===== src/rtl/dlf16_to_int_pipe.sv =====
`default_nettype none
// +--------------------------------------------------------------------------+
// | dlf16_to_int_pipe                                                        |
// | 3-stage DLFloat16 -> signed INT_W converter, valid/ready, 4 rounding     |
// | modes, saturation. Flags built only with DLF16_TO_INT_FLAGS_EN defined.  |
// | Revision: 1.0                                                            |
// +--------------------------------------------------------------------------+
module dlf16_to_int_pipe #(
  parameter int INT_W = 32
) (
  input  logic             clk,
  input  logic             rst_n,
  input  logic             in_valid,
  output logic             in_ready,
  input  logic [15:0]      in_data,
  input  logic [1:0]       in_rm,
  output logic             out_valid,
  input  logic             out_ready,
  output logic [INT_W-1:0] out_data,
  output logic             out_invalid,
  output logic             out_inexact
);

  localparam logic [1:0] c_cls_zero = 2'd0;
  localparam logic [1:0] c_cls_norm = 2'd1;
  localparam logic [1:0] c_cls_spec = 2'd2;

  localparam logic [64:0]      c_pos_lim = (65'd1 << (INT_W - 1)) - 65'd1;
  localparam logic [64:0]      c_neg_lim = 65'd1 << (INT_W - 1);
  localparam logic [INT_W-1:0] c_max     = {1'b0, {(INT_W-1){1'b1}}};
  localparam logic [INT_W-1:0] c_min     = {1'b1, {(INT_W-1){1'b0}}};

  logic              r1_valid, r2_valid, r3_valid;
  logic              r1_sign, r2_sign;
  logic [1:0]        r1_cls, r2_cls, r1_rm;
  logic signed [6:0] r1_exp;
  logic [9:0]        r1_sig;
  logic [32:0]       r2_mag;
  logic [INT_W-1:0]  r3_data;

  logic              w_ready2, w_ready3;
  logic [32:0]       w_mag, w_rmag;
  logic              w_guard, w_sticky, w_inc;
  logic [4:0]        w_shl;
  logic [3:0]        w_shr;
  logic [INT_W-1:0]  w_mag_int, w_data;
  logic              w_ovf;

  // Ready ripples back from the consumer so a full pipe still streams.
  assign w_ready3  = !r3_valid || out_ready;
  assign w_ready2  = !r2_valid || w_ready3;
  assign in_ready  = !r1_valid || w_ready2;
  assign out_valid = r3_valid;
  assign out_data  = r3_data;

  always_comb begin
    w_mag    = '0;
    w_guard  = 1'b0;
    w_sticky = 1'b0;
    w_shl    = 5'd0;
    w_shr    = 4'd0;
    if (r1_cls == c_cls_norm) begin
      if (r1_exp >= 7'sd9) begin
        w_shl = 5'(r1_exp - 7'sd9);
        w_mag = {23'd0, r1_sig} << w_shl;
      end else if (r1_exp >= 7'sd0) begin
        w_shr    = 4'(7'sd9 - r1_exp);
        w_mag    = {23'd0, r1_sig >> w_shr};
        w_guard  = r1_sig[w_shr - 4'd1];
        w_sticky = |(r1_sig & ((10'd1 << (w_shr - 4'd1)) - 10'd1));
      end else begin
        w_guard  = (r1_exp == -7'sd1);
        w_sticky = (r1_exp < -7'sd1) ? 1'b1 : |r1_sig[8:0];
      end
    end
    case (r1_rm)
      2'b00:   w_inc = w_guard && (w_sticky || w_mag[0]);
      2'b01:   w_inc = 1'b0;
      2'b10:   w_inc = r1_sign && (w_guard || w_sticky);
      default: w_inc = !r1_sign && (w_guard || w_sticky);
    endcase
    w_rmag = w_mag + 33'(w_inc);
  end

  always_comb begin
    w_mag_int = INT_W'(r2_mag);
    w_data    = r2_sign ? -w_mag_int : w_mag_int;
    w_ovf     = 1'b0;
    if (r2_cls == c_cls_spec) begin
      w_ovf = 1'b1;
    end else if (r2_cls == c_cls_zero) begin
      w_data = '0;
    end else if (!r2_sign && ({32'd0, r2_mag} > c_pos_lim)) begin
      w_ovf = 1'b1;
    end else if (r2_sign && ({32'd0, r2_mag} > c_neg_lim)) begin
      w_ovf = 1'b1;
    end
    if (w_ovf) begin
      w_data = r2_sign ? c_min : c_max;
    end
  end

  always_ff @(posedge clk or negedge rst_n) begin
    if (!rst_n) begin
      r1_valid <= 1'b0;
      r1_sign  <= 1'b0;
      r1_cls   <= c_cls_zero;
      r1_exp   <= '0;
      r1_sig   <= '0;
      r1_rm    <= '0;
      r2_valid <= 1'b0;
      r2_sign  <= 1'b0;
      r2_cls   <= c_cls_zero;
      r2_mag   <= '0;
      r3_valid <= 1'b0;
      r3_data  <= '0;
    end else begin
      if (in_ready) r1_valid <= in_valid;
      if (in_valid && in_ready) begin
        r1_sign <= in_data[15];
        r1_cls  <= (in_data[14:9] == 6'd0)  ? c_cls_zero :
                   (in_data[14:9] == 6'd63) ? c_cls_spec : c_cls_norm;
        r1_exp  <= $signed({1'b0, in_data[14:9]}) - 7'sd31;
        r1_sig  <= {1'b1, in_data[8:0]};
        r1_rm   <= in_rm;
      end
      if (w_ready2) r2_valid <= r1_valid;
      if (r1_valid && w_ready2) begin
        r2_sign <= r1_sign;
        r2_cls  <= r1_cls;
        r2_mag  <= w_rmag;
      end
      if (w_ready3) r3_valid <= r2_valid;
      if (r2_valid && w_ready3) r3_data <= w_data;
    end
  end

`ifdef DLF16_TO_INT_FLAGS_EN
  logic r2_inexact, r3_invalid, r3_inexact;
  logic w_inx;

  assign w_inx = r2_inexact && !w_ovf && (r2_cls == c_cls_norm);

  always_ff @(posedge clk or negedge rst_n) begin
    if (!rst_n) begin
      r2_inexact <= 1'b0;
      r3_invalid <= 1'b0;
      r3_inexact <= 1'b0;
    end else begin
      if (r1_valid && w_ready2) r2_inexact <= w_guard || w_sticky;
      if (r2_valid && w_ready3) begin
        r3_invalid <= w_ovf;
        r3_inexact <= w_inx;
      end
    end
  end

  assign out_invalid = r3_invalid;
  assign out_inexact = r3_inexact;
`else
  assign out_invalid = 1'b0;
  assign out_inexact = 1'b0;
`endif

endmodule
`default_nettype wire


===== config.mk =====
export PLATFORM = sky130hd
export DESIGN_NAME = dlf16_to_int_pipe
export DESIGN_NICKNAME = d
export VERILOG_FILES = /design/src/rtl/dlf16_to_int_pipe.sv
export SDC_FILE = /design/constraint.sdc
export NUM_CORES = 1
export LEC_CHECK = 0
export ABC_AREA = 1
export BUFFER_PORTS_ARGS = -buffer_cell sky130_fd_sc_hd__buf_4
export CORE_MARGIN = 2
export CORE_UTILIZATION = 55
export DETAILED_ROUTE_END_ITERATION = 7
export PLACE_DENSITY = 0.83
export SLEW_MARGIN = 20
export SYNTH_ARGS = -nofsm -noshare
export SYNTH_HDL_FRONTEND = slang
export SYNTH_SLANG_ARGS = --single-unit

===== constraint.sdc =====
create_clock -name clk -period 3.8 [get_ports clk]
set_input_delay 0 -clock clk [delete_from_list [all_inputs] [get_ports clk]]
set_output_delay 0 -clock clk [all_outputs]
set_load 0.01 [all_outputs]

==> results.cfg <==
[run_status]
outcome = complete, no violations

[sta]
period_needed_ns = 3.55
hold_slack_ns = 0.0317
finalMaxSlewViolations = 0
clock_skew_ns = 0.0128
hold_violations = 0
worstMarginPinSlew_ns = 0.861
max_freq_mhz = 282
post-route-period-util_pct = 93.4
finalSetupViolCount = 0
slew-limit-headroom_pct = 42.6
setup_tns_ns = 0

[detailed_routing]
dr.pass1.iters = 7
routed_wl_um = 17700
drt-wirelength-per-cell_um = 14.0
viasPerCell = 5.38
detail_route.iter0.violations = 464
ant_nets = 0
drc = 0
num_vias = 6775

[worst_setup_path]
arrival_ns = 3.80
critPathMaxFanout = 13
rrSetupSlack_ns = 0.25
end_kind = flip-flop
cp_common_cell = nand2_1
worstSetupStartpointType = flip-flop
worstPathRequired_ns = 4.05
endpoint = r2_mag[10]$_DFFE_PN0P_
path_class = reg -> reg
critPathMaxStageDelay_ns = 0.41
reg2regPathDepth = 29
r2r_end = r2_mag[10]$_DFFE_PN0P_
slowest_stage = dfrtp_1
cp-startpoint = r1_exp[1]$_DFFE_PN0P_
timing.rr.start = r1_exp[1]$_DFFE_PN0P_

[layout]
drive_gt1_share_pct = 16.0
area_delta_synth_final_pct = 16.2
diodes = 0
nets = 1122
final_core_util_pct = 64.7
finalNonFillerCells = 1259

[global_route]
antenna_found_initial = 0
grt_pass1_wl_um = 29200
grt_max_degree = 60
overflow = 0
grt_usage_pct = 27.3
grt_pass1_vias = 6256

[logic_synthesis]
ys_types = 49
synth-seq-cells = 93
synthCells = 1021
yosysWarnings = 0
syn-cell-area_sq_mm = 0.00694
seq_area_frac_synth_pct = 33.5
synth_edf_count = 0
avgSynthCellArea_sq_um = 6.80
async_flop_share_pct = 100
synthFlopType = dfrtp_1

[placement]
place_congestion = 0.987
hpwl_um = 13100
io_buffers = 55
dpl.cell_count = 1219

[pwr]
power_mw = 5.42
p_leak_nw = 3.90
cellPowerDensity_mw_per_mm2 = 673
peakVddDrop_v = 0.000291

[floorplan]
die_w_um = 116
core_area_sq_mm = 0.0125
die-area_sq_mm = 0.0135
initial_core_util_pct = 55.7
ios = 58
rows = 41
fp.dieH_um = 116

[clock_network]
clock_path_buffers = 2
cts.sinks = 93
cts_buffers = 9
clock_latency_ns = 0.36
h-tree-depth = 3
cts_tree = yes
path_clk_slew_ns = 0.07
cts-root-buf = clkbuf_16

[run]
drv_cap = 0

[worst_hold_path]
hp-class = in -> reg
critical path, delay by kind of cell (launching register included):
kind,cells,cell delay [ns]
and+or+nand+nor,18,1.43
adders and majority gates,4,0.88
buffers and inverters,5,0.52
DFF,1,0.41
AOI/OAI and AO/OA,2,0.19
layer usage:
| metal | global-route usage, % | vias to the layer above | wire length, um |
|---|---|---|---|
| met5 | 0 | - | 0 |
| met4 | 15.2 | 0 | 736 |
| met3 | 3.06 | 53 | 841 |
| met2 | 46.7 | 239 | 8650 |
| met1 | 33.6 | 3050 | 7460 |
| li1 | - | 3433 | - |
area by class of cell:
class                      instances  area, sq um
clock buffer                      10          229
multi-input combinational        785         4070
tap                              172          215
sequential                        93         2330
inverter                         101          385
timing repair buffer              92          747
clock inverter                     6         91.3
fill                            1164         4400
Yosys cell counts, types with 5 or more instances:
cell      count  share of area [%]
nand2_1     296                 16
nor2_1      102                5.5
dfrtp_1      93                 34
inv_1        92                5.0
nand3_1      82                5.9
o21ai_0      79                5.7
a21oi_1      53                3.8
xor2_1       23                2.9
clkbuf_1     18               0.97
ha_1         18                3.2
nand4_1      14                1.3
nand2_2      13                1.2
nor3_1       13               0.94
buf_4        11                1.2
nand3_2       9                1.3
o21ai_1       9               0.65
buf_2         8               0.58
or2_2         8               0.72
nor2_2        7               0.63
inv_2         6               0.32
o21ai_2       6               0.76
o31ai_1       6               0.65
buf_6         5               0.81
nor2_4        5               0.81
xnor2_1       5               0.63
power by group:
group	total [mW]	switching, mW	leakage, nW	internal (mW)
Clock	0.991	0.407	0.158	0.583
Sequential	1.51	0.224	1.16	1.28
Combinational	2.93	1.86	2.59	1.07
Total	5.42	2.49	3.90	2.94
worst min path at each step:
stage | startpoint | to | slack, ns | depth (start not counted)
4_1_cts | in_data[13] | r1_exp[4]$_DFFE_PN0P_ | 0.02 | 5
2_1_floorplan | rst_n | out_data[0]$_DFFE_PN0P_ | -0.30 | 0
3_3_place_gp | rst_n | out_data[22]$_DFFE_PN0P_ | 0.11 | 1
6_report | in_data[13] | r1_exp[4]$_DFFE_PN0P_ | 0.03 | 5
3_5_place_dp | rst_n | out_data[26]$_DFFE_PN0P_ | 0.11 | 1
5_1_grt | in_data[13] | r1_cls[0]$_DFFE_PN0P_ | 0.1 | 5
placed cells by master, fill, tap and decap left out, types with 9 or more instances in the layout:
master	instances
a21oi_1	51
buf_4	72
clkbuf_16	9
dfrtp_1	93
dlygate4sd3_1	18
ha_1	13
inv_1	90
nand2_1	290
nand2_2	18
nand3_1	82
nand3_2	9
nand4_1	14
nor2_1	99
nor3_1	12
o21ai_0	77
o21ai_1	11
xor2_1	23
sequential cells by signal, indices dropped and copies added, names as in the netlist:
| signal | count |
|---|---|
| r1_sig | 10 |
| r1_sign | 1 |
| r1_valid | 1 |
| r2_sign | 1 |
| r1_cls | 2 |
| r2_valid | 1 |
| r2_mag | 33 |
| out_data | 32 |
| out_valid | 1 |
| r1_rm | 2 |
| r2_cls | 2 |
| r1_exp | 7 |
metrics by stage:
stage | setup slack (ns) | cell area, sq um
5_1_grt | -0.0156 | 8060
2_1_floorplan | 0.198 | 6940
3_5_place_dp | 0.0925 | 7420
6_report | 0.251 | 8060
4_1_cts | 0.0728 | 7920
3_3_place_gp | 0.268 | 7420
kinds of logic (layout without fill, tap and decap cells):
kind of cell | count (synthesis) | after routing | share of synthesized area (%)
buffers and inverters | 144 | 209 | 9.12
other | 1 | 2 | 0.0540
muxes | 2 | 2 | 0.288
adders and majority gates | 18 | 18 | 3.25
AOI/OAI and AO/OA | 171 | 171 | 13.6
xor gates and xnor gates | 29 | 29 | 3.93
and+or+nand+nor | 563 | 563 | 36.2
DFF | 93 | 93 | 33.5
repair_timing:
item                       4_1_cts  5_1_grt
hold endpoints to repair        77        0
buffers inserted                 0        6
setup endpoints to repair        0       12
gates resized for setup          0       29
hold buffers                    18        0
Note: power is estimated with default switching activity, not from simulation.
